**src/rtl/pupil_region_extractor_if.sv**
```systemverilog
// Pixel stream and per-frame pupil result bundle between the closing stage,
// the extractor and the downstream pupil-location logic.
interface pupil_region_extractor_if #(
    parameter int data_width  = 8,
    parameter int coord_width = 9,
    parameter int count_width = 17
);
    logic                   data_valid;
    logic [data_width-1:0]  data_in;
    logic [coord_width-1:0] x_min;
    logic [coord_width-1:0] x_max;
    logic [coord_width-1:0] y_min;
    logic [coord_width-1:0] y_max;
    logic [coord_width-1:0] centre_x;
    logic [coord_width-1:0] centre_y;
    logic [count_width-1:0] pixel_count;
    logic                   pupil_found;
    logic                   result_valid;
    logic                   busy;

    modport master (
        output data_valid, data_in,
        input  x_min, x_max, y_min, y_max, centre_x, centre_y,
        input  pixel_count, pupil_found, result_valid, busy
    );

    modport slave (
        input  data_valid, data_in,
        output x_min, x_max, y_min, y_max, centre_x, centre_y,
        output pixel_count, pupil_found, result_valid, busy
    );
endinterface

```
**src/rtl/pupil_region_extractor.sv**
```systemverilog
// Tracks raster position of a filtered pixel stream, accumulates the bounding
// box and count of dark (pupil) pixels and publishes one result per frame.
module pupil_region_extractor #(
    parameter int data_width  = 8,
    parameter int img_width   = 317,
    parameter int img_height  = 317,
    parameter int coord_width = 9,
    parameter int count_width = 17,
    parameter int threshold   = 128
) (
    input logic                    clock,
    input logic                    rst_n,
    pupil_region_extractor_if.slave bus
);
    typedef enum logic [0:0] {ACCUM = 1'b0, REPORT = 1'b1} state_t;

    localparam logic [coord_width-1:0] last_col  = coord_width'(img_width - 1);
    localparam logic [coord_width-1:0] last_row  = coord_width'(img_height - 1);
    localparam logic [data_width-1:0]  thresh    = data_width'(threshold);

    state_t                 state_r, state_nxt_s;
    logic [coord_width-1:0] col_r, row_r, col_nxt_s, row_nxt_s;
    logic [coord_width-1:0] acc_xmin_r, acc_xmax_r, acc_ymin_r, acc_ymax_r;
    logic [count_width-1:0] acc_cnt_r;
    logic [coord_width-1:0] base_xmin_s, base_xmax_s, base_ymin_s, base_ymax_s;
    logic [count_width-1:0] base_cnt_s;
    logic [coord_width-1:0] acc_xmin_nxt_s, acc_xmax_nxt_s, acc_ymin_nxt_s, acc_ymax_nxt_s;
    logic [count_width-1:0] acc_cnt_nxt_s;
    logic [coord_width:0]   sum_x_s, sum_y_s;
    logic                   is_pupil_s, take_s, last_pixel_s;

    logic [coord_width-1:0] x_min_r, x_max_r, y_min_r, y_max_r, centre_x_r, centre_y_r;
    logic [count_width-1:0] pixel_count_r;
    logic                   pupil_found_r, result_valid_r, busy_r;

    // Raster position, classification and next-frame state.
    always_comb begin
        col_nxt_s    = col_r;
        row_nxt_s    = row_r;
        state_nxt_s  = state_r;
        is_pupil_s   = (bus.data_in < thresh);
        take_s       = bus.data_valid && is_pupil_s;
        last_pixel_s = bus.data_valid && (col_r == last_col) && (row_r == last_row);
        if (bus.data_valid) begin
            if (col_r == last_col) begin
                col_nxt_s = '0;
                row_nxt_s = (row_r == last_row) ? '0 : row_r + coord_width'(1);
            end else begin
                col_nxt_s = col_r + coord_width'(1);
                row_nxt_s = row_r;
            end
        end else begin
            col_nxt_s = col_r;
            row_nxt_s = row_r;
        end
        case (state_r)
            ACCUM:   state_nxt_s = last_pixel_s ? REPORT : ACCUM;
            REPORT:  state_nxt_s = last_pixel_s ? REPORT : ACCUM;
            default: state_nxt_s = ACCUM;
        endcase
    end

    // Accumulators restart from their init values in REPORT, so a pixel
    // arriving in that cycle is folded into the fresh frame.
    always_comb begin
        base_xmin_s = (state_r == REPORT) ? '1 : acc_xmin_r;
        base_xmax_s = (state_r == REPORT) ? '0 : acc_xmax_r;
        base_ymin_s = (state_r == REPORT) ? '1 : acc_ymin_r;
        base_ymax_s = (state_r == REPORT) ? '0 : acc_ymax_r;
        base_cnt_s  = (state_r == REPORT) ? '0 : acc_cnt_r;
        if (take_s) begin
            acc_xmin_nxt_s = (col_r < base_xmin_s) ? col_r : base_xmin_s;
            acc_xmax_nxt_s = (col_r > base_xmax_s) ? col_r : base_xmax_s;
            acc_ymin_nxt_s = (row_r < base_ymin_s) ? row_r : base_ymin_s;
            acc_ymax_nxt_s = (row_r > base_ymax_s) ? row_r : base_ymax_s;
            acc_cnt_nxt_s  = (base_cnt_s == '1) ? base_cnt_s : base_cnt_s + count_width'(1);
        end else begin
            acc_xmin_nxt_s = base_xmin_s;
            acc_xmax_nxt_s = base_xmax_s;
            acc_ymin_nxt_s = base_ymin_s;
            acc_ymax_nxt_s = base_ymax_s;
            acc_cnt_nxt_s  = base_cnt_s;
        end
        sum_x_s = {1'b0, acc_xmin_nxt_s} + {1'b0, acc_xmax_nxt_s};
        sum_y_s = {1'b0, acc_ymin_nxt_s} + {1'b0, acc_ymax_nxt_s};
    end

    // State, position and accumulator registers.
    always_ff @(posedge clock) begin
        if (!rst_n) begin
            state_r    <= ACCUM;
            col_r      <= '0;
            row_r      <= '0;
            acc_xmin_r <= '1;
            acc_xmax_r <= '0;
            acc_ymin_r <= '1;
            acc_ymax_r <= '0;
            acc_cnt_r  <= '0;
        end else begin
            state_r    <= state_nxt_s;
            col_r      <= col_nxt_s;
            row_r      <= row_nxt_s;
            acc_xmin_r <= acc_xmin_nxt_s;
            acc_xmax_r <= acc_xmax_nxt_s;
            acc_ymin_r <= acc_ymin_nxt_s;
            acc_ymax_r <= acc_ymax_nxt_s;
            acc_cnt_r  <= acc_cnt_nxt_s;
        end
    end

    // Result registers load on the last-pixel edge so they are valid in REPORT.
    always_ff @(posedge clock) begin
        if (!rst_n) begin
            x_min_r        <= '0;
            x_max_r        <= '0;
            y_min_r        <= '0;
            y_max_r        <= '0;
            centre_x_r     <= '0;
            centre_y_r     <= '0;
            pixel_count_r  <= '0;
            pupil_found_r  <= 1'b0;
            result_valid_r <= 1'b0;
            busy_r         <= 1'b0;
        end else begin
            result_valid_r <= last_pixel_s;
            busy_r         <= (col_nxt_s != '0) || (row_nxt_s != '0);
            if (last_pixel_s) begin
                if (acc_cnt_nxt_s != '0) begin
                    x_min_r       <= acc_xmin_nxt_s;
                    x_max_r       <= acc_xmax_nxt_s;
                    y_min_r       <= acc_ymin_nxt_s;
                    y_max_r       <= acc_ymax_nxt_s;
                    centre_x_r    <= coord_width'(sum_x_s >> 1);
                    centre_y_r    <= coord_width'(sum_y_s >> 1);
                    pixel_count_r <= acc_cnt_nxt_s;
                    pupil_found_r <= 1'b1;
                end else begin
                    x_min_r       <= '0;
                    x_max_r       <= '0;
                    y_min_r       <= '0;
                    y_max_r       <= '0;
                    centre_x_r    <= '0;
                    centre_y_r    <= '0;
                    pixel_count_r <= '0;
                    pupil_found_r <= 1'b0;
                end
            end else begin
                x_min_r       <= x_min_r;
                x_max_r       <= x_max_r;
                y_min_r       <= y_min_r;
                y_max_r       <= y_max_r;
                centre_x_r    <= centre_x_r;
                centre_y_r    <= centre_y_r;
                pixel_count_r <= pixel_count_r;
                pupil_found_r <= pupil_found_r;
            end
        end
    end

    assign bus.x_min        = x_min_r;
    assign bus.x_max        = x_max_r;
    assign bus.y_min        = y_min_r;
    assign bus.y_max        = y_max_r;
    assign bus.centre_x     = centre_x_r;
    assign bus.centre_y     = centre_y_r;
    assign bus.pixel_count  = pixel_count_r;
    assign bus.pupil_found  = pupil_found_r;
    assign bus.result_valid = result_valid_r;
    assign bus.busy         = busy_r;
endmodule

```
**src/flat_wrapper.sv**
```systemverilog
// flat-port wrapper written by rule: the top's interface ports become plain ports
module pupil_region_extractor_flat 
#(
    parameter int data_width  = 8,
    parameter int img_width   = 317,
    parameter int img_height  = 317,
    parameter int coord_width = 9,
    parameter int count_width = 17,
    parameter int threshold   = 128
)
  (clock, rst_n, bus_data_valid, bus_data_in, bus_x_min, bus_x_max, bus_y_min, bus_y_max, bus_centre_x, bus_centre_y, bus_pixel_count, bus_pupil_found, bus_result_valid, bus_busy);
  pupil_region_extractor_if #(.data_width(data_width), .coord_width(coord_width), .count_width(count_width)) bus_i ();
  input logic clock;
  input logic rst_n;
  input wire logic [$bits(bus_i.data_valid)-1:0] bus_data_valid;
  input wire logic [$bits(bus_i.data_in)-1:0] bus_data_in;
  output wire logic [$bits(bus_i.x_min)-1:0] bus_x_min;
  output wire logic [$bits(bus_i.x_max)-1:0] bus_x_max;
  output wire logic [$bits(bus_i.y_min)-1:0] bus_y_min;
  output wire logic [$bits(bus_i.y_max)-1:0] bus_y_max;
  output wire logic [$bits(bus_i.centre_x)-1:0] bus_centre_x;
  output wire logic [$bits(bus_i.centre_y)-1:0] bus_centre_y;
  output wire logic [$bits(bus_i.pixel_count)-1:0] bus_pixel_count;
  output wire logic [$bits(bus_i.pupil_found)-1:0] bus_pupil_found;
  output wire logic [$bits(bus_i.result_valid)-1:0] bus_result_valid;
  output wire logic [$bits(bus_i.busy)-1:0] bus_busy;
  assign bus_i.data_valid = bus_data_valid;
  assign bus_i.data_in = bus_data_in;
  assign bus_x_min = bus_i.x_min;
  assign bus_x_max = bus_i.x_max;
  assign bus_y_min = bus_i.y_min;
  assign bus_y_max = bus_i.y_max;
  assign bus_centre_x = bus_i.centre_x;
  assign bus_centre_y = bus_i.centre_y;
  assign bus_pixel_count = bus_i.pixel_count;
  assign bus_pupil_found = bus_i.pupil_found;
  assign bus_result_valid = bus_i.result_valid;
  assign bus_busy = bus_i.busy;
  pupil_region_extractor #(.data_width(data_width), .img_width(img_width), .img_height(img_height), .coord_width(coord_width), .count_width(count_width), .threshold(threshold)) u_core (.clock(clock), .rst_n(rst_n), .bus(bus_i));
endmodule
```
**config.mk**
```make
export PLATFORM = sky130hd
export DESIGN_NAME = pupil_region_extractor_flat
export DESIGN_NICKNAME = d
export VERILOG_FILES = /design/src/rtl/pupil_region_extractor_if.sv /design/src/rtl/pupil_region_extractor.sv /design/src/flat_wrapper.sv
export SDC_FILE = /design/constraint.sdc
export NUM_CORES = 1
export LEC_CHECK = 0
export ABC_CLOCK_PERIOD_IN_PS = 5200
export CORE_MARGIN = 5
export CORE_UTILIZATION = 52
export CTS_CLUSTER_DIAMETER = 40
export DETAILED_ROUTE_END_ITERATION = 12
export PLACE_DENSITY = 0.77
export SLEW_MARGIN = 20
export SYNTH_ARGS = -nofsm -noshare
export SYNTH_HDL_FRONTEND = slang
export SYNTH_SLANG_ARGS = --single-unit
```
**constraint.sdc**
```tcl
create_clock -name clock -period 5.2 [get_ports clock]
set_clock_uncertainty 0.2 [all_clocks]
set_input_delay 1.3 -clock clock [delete_from_list [all_inputs] [get_ports clock]]
set_output_delay 1.3 -clock clock [all_outputs]
set_load 0.01 [all_outputs]
```
==> impl_metrics.ini <==
[routing]
drt_pass1_iterations = 4
post_drt_via_cell_ratio = 5.532
wl_um = 19140
via_count = 6793
wl_per_cell_um = 15.58
drc = 0
ant_nets = 0
drt_iter0_drc = 452

[placement]
port_buffers = 77
place_congestion = 0.9287
dp_hpwl_um = 14060

[timing]
hold_violations = 0
setup_viol = 0
slew_headroom = 0.4191
slew_violations = 0
min_period_ns = 4.716
fin_tns_setup_ns = 0
max_freq_mhz = 212.1
fin_crit_sh = 0.9069
worst_pin_slew_ns = 0.8693
rsz0062_at_grt = false

[synthesis]
synth_edf_count = 0
ys_seq_area_frac = 0.3667
ys_seq_elements = 145
synth.avg_cell_area_um2 = 8.359
syn_area_mm2 = 0.007916
synth_cells = 947
ys_types = 85
ys_async_sr_fraction = 0
synth_flop_cell = dfxtp_1
yosys_warnings = 0
syn-num-nets = 1015

[clock_tree]
cts_buffers = 17
hold_buffers = 0
clockBufferDepth = 2
post_cts_buffers = 0
htreeDepth = 4
cts.sinks = 145
clk_latency_ns = 0.43
clk_pin_slew_ns = 0.06
cts-root-buf = clkbuf_16
cts-resized-gates = 0
tritoncts = done

[layout]
drive_gt1_frac = 0.1029
mostFrequentLayoutCell = dfxtp_1
area_delta_synth_final_pct = 19.68
final_nets = 1096
layout_common_cells = 144 x dfxtp_1, 127 x nand2_1, 112 x nor2_1
nFillCells = 1334
fin_util = 0.6279
antenna_cells = 0

[hold_path]
hp-class = reg -> reg
hp-start = u_core.bus.pupil_found
holdPathStages = 2
min_to = u_core.bus.pupil_found

[setup_path]
reg2reg_from = u_core.bus.result_valid
r2r_slack_ns = 0.48
critical_path_class = reg -> reg
critPathCaptureType = flip-flop
required_ns = 5.33
start_kind = flip-flop
reg2reg_depth = 18
arrival_ns = 4.84
crit_fanout = 14
r2r-end = u_core.bus.centre_x[7]

[pwr]
pwr_density_cell_mw_per_mm2 = 270.0
p_leak_nw = 3.979
vdd_ir_drop_max_mv = 0.2317

[die]
initial_utilization = 0.5246
fp-row-count = 45
io_pins = 85
die_width_um = 133.4
core_area_mm2 = 0.01509
die-area_mm2 = 0.01779
die_h_um = 133.4

[outcome]
status = completed

[global_route]
grt-ovfl-total = 0
grt_pass1_vias = 6381
grt_pass1_wl_um = 31590
antenna_found_initial = 0
grt_max_degree = 45
grt_usage = 0.2185

[run]
cap_violations = 0
-- worst max path at each step --
stage                                  startpoint                endpoint  slack (ns)  depth (start not counted)
after floorplan           u_core.bus.result_valid  u_core.bus.centre_x[7]        0.01                         23
after global placement             bus_data_in[7]  u_core.bus.centre_x[7]        0.17                         16
after detailed placement           bus_data_in[7]  u_core.bus.centre_y[6]        0.07                         16
after CTS                 u_core.bus.result_valid  u_core.bus.centre_x[7]        0.48                         18
after global routing      u_core.bus.result_valid  u_core.bus.centre_x[7]        0.09                         18
final                     u_core.bus.result_valid  u_core.bus.centre_x[7]        0.48                         18
-- cells by family (layout without fill, tap and decap cells) --
kind of cell             count (synthesis)  in the layout  share of synthesized area
AND/OR/NAND/NOR                        372            372                     0.2306
AO/OA/AOI/OAI                          213            213                     0.1822
flip-flops                             145            145                     0.3667
buffers and inverters                  114            207                    0.07286
adder cells (fa/ha/maj)                 57             57                    0.09199
XOR/XNOR                                32             32                    0.03540
multiplexers                            14             14                    0.02023
-- critical path: stages (launching register included) --
cell,delay (ns)
dfxtp_2,0.31
inv_1,0.38
nand2_1,0.16
ha_1,0.34
a21oi_1,0.12
o21ai_0,0.13
a2111o_1,0.51
and2_1,0.26
a21oi_1,0.23
inv_1,0.07
ha_1,0.31
nor2b_1,0.14
o21ai_0,0.18
a21oi_1,0.11
o21ai_0,0.22
a21oi_1,0.17
o21a_1,0.21
or3_1,0.30
a32o_1,0.24
-- flip-flops by register name (all words and copies together) (netlist names) --
register / flops
u_core.acc_cnt_r: 17
u_core.bus.pixel_count: 17
u_core.acc_xmax_r: 9
u_core.acc_xmin_r: 9
u_core.acc_ymax_r: 9
u_core.acc_ymin_r: 9
u_core.bus.centre_x: 9
u_core.bus.centre_y: 9
u_core.bus.x_max: 9
u_core.bus.x_min: 9
u_core.bus.y_max: 9
u_core.bus.y_min: 9
u_core.col_r: 9
u_core.row_r: 9
u_core.bus.busy: 1
u_core.bus.pupil_found: 1
u_core.bus.result_valid: 1
-- synthesized netlist by cell type, drive strengths merged, types with 3 or more instances --
| cell | instances | area, µm² |
|---|---|---|
| dfxtp | 145 | 2903 |
| nand2 | 127 | 476.7 |
| nor2 | 113 | 424.2 |
| o21ai | 74 | 374.1 |
| inv | 69 | 259.0 |
| a21oi | 57 | 296.5 |
| ha | 55 | 688.2 |
| nor3 | 34 | 192.7 |
| clkbuf | 28 | 135.1 |
| xnor2 | 26 | 227.7 |
| nand4 | 18 | 118.9 |
| buf | 17 | 182.7 |
| nand3 | 13 | 65.06 |
| nor2b | 13 | 81.33 |
| and2 | 12 | 77.57 |
| o31ai | 11 | 156.4 |
| a21o | 8 | 60.06 |
| a211oi | 7 | 52.55 |
| a31oi | 7 | 43.79 |
| and3 | 7 | 43.79 |
| mux2 | 7 | 90.08 |
| mux2i | 7 | 70.07 |
| o21a | 7 | 52.55 |
| and4 | 6 | 55.05 |
| nor4 | 6 | 67.56 |
| or3 | 6 | 43.79 |
| xor2 | 6 | 52.55 |
| a2111oi | 5 | 81.33 |
| o211ai | 5 | 37.54 |
| o31a | 5 | 45.04 |
| and2b | 4 | 35.03 |
| and3b | 3 | 28.78 |
| o2111ai | 3 | 26.28 |
-- cell type report --
class / instances / area, µm² / share of cell area
multi-input combinational: 688 / 4446 / 0.4692
sequential: 145 / 2904 / 0.3065
timing repair buffer: 107 / 1021 / 0.1078
clock buffer: 20 / 456.7 / 0.04820
inverter: 69 / 259.0 / 0.02734
tap: 188 / 235.2 / 0.02483
clock inverter: 11 / 152.6 / 0.01611
-- where the power goes --
group | switching, W | leakage, nW | internal [W]
sequential | 0.00000720 | 1.17 | 0.00112
clock | 0.000483 | 0.289 | 0.000780
combinational | 0.000104 | 2.52 | 0.0000607
-- routing by layer --
layer	GRT usage	up-vias	wire length [µm]	part of all wire
met5	0	-	0	0
met4	0.06400	0	283	0.015
met3	0.04758	25	919	0.048
met2	0.3476	163	8641	0.45
met1	0.2992	3154	9291	0.49
li1	-	3451	-	-
-- stage by stage --
stage | hold slack [ns] | area, µm² | power (W) | std cells | setup WS (ns)
after detailed placement | 0.2412 | 8865 | 0.001318 | 1197 | 0.06824
after floorplan | 0.2666 | 7920 | 0.001271 | 947 | 0.01178
after global routing | 0.2685 | 9474 | 0.002648 | 1228 | 0.09029
after CTS | 0.2500 | 9474 | 0.002576 | 1228 | 0.4837
final | 0.2438 | 9474 | 0.002558 | 1228 | 0.4843
after global placement | 0.2301 | 8865 | 0.001315 | 1197 | 0.1698
No activity file was read; power rests on OpenSTA's default activity.
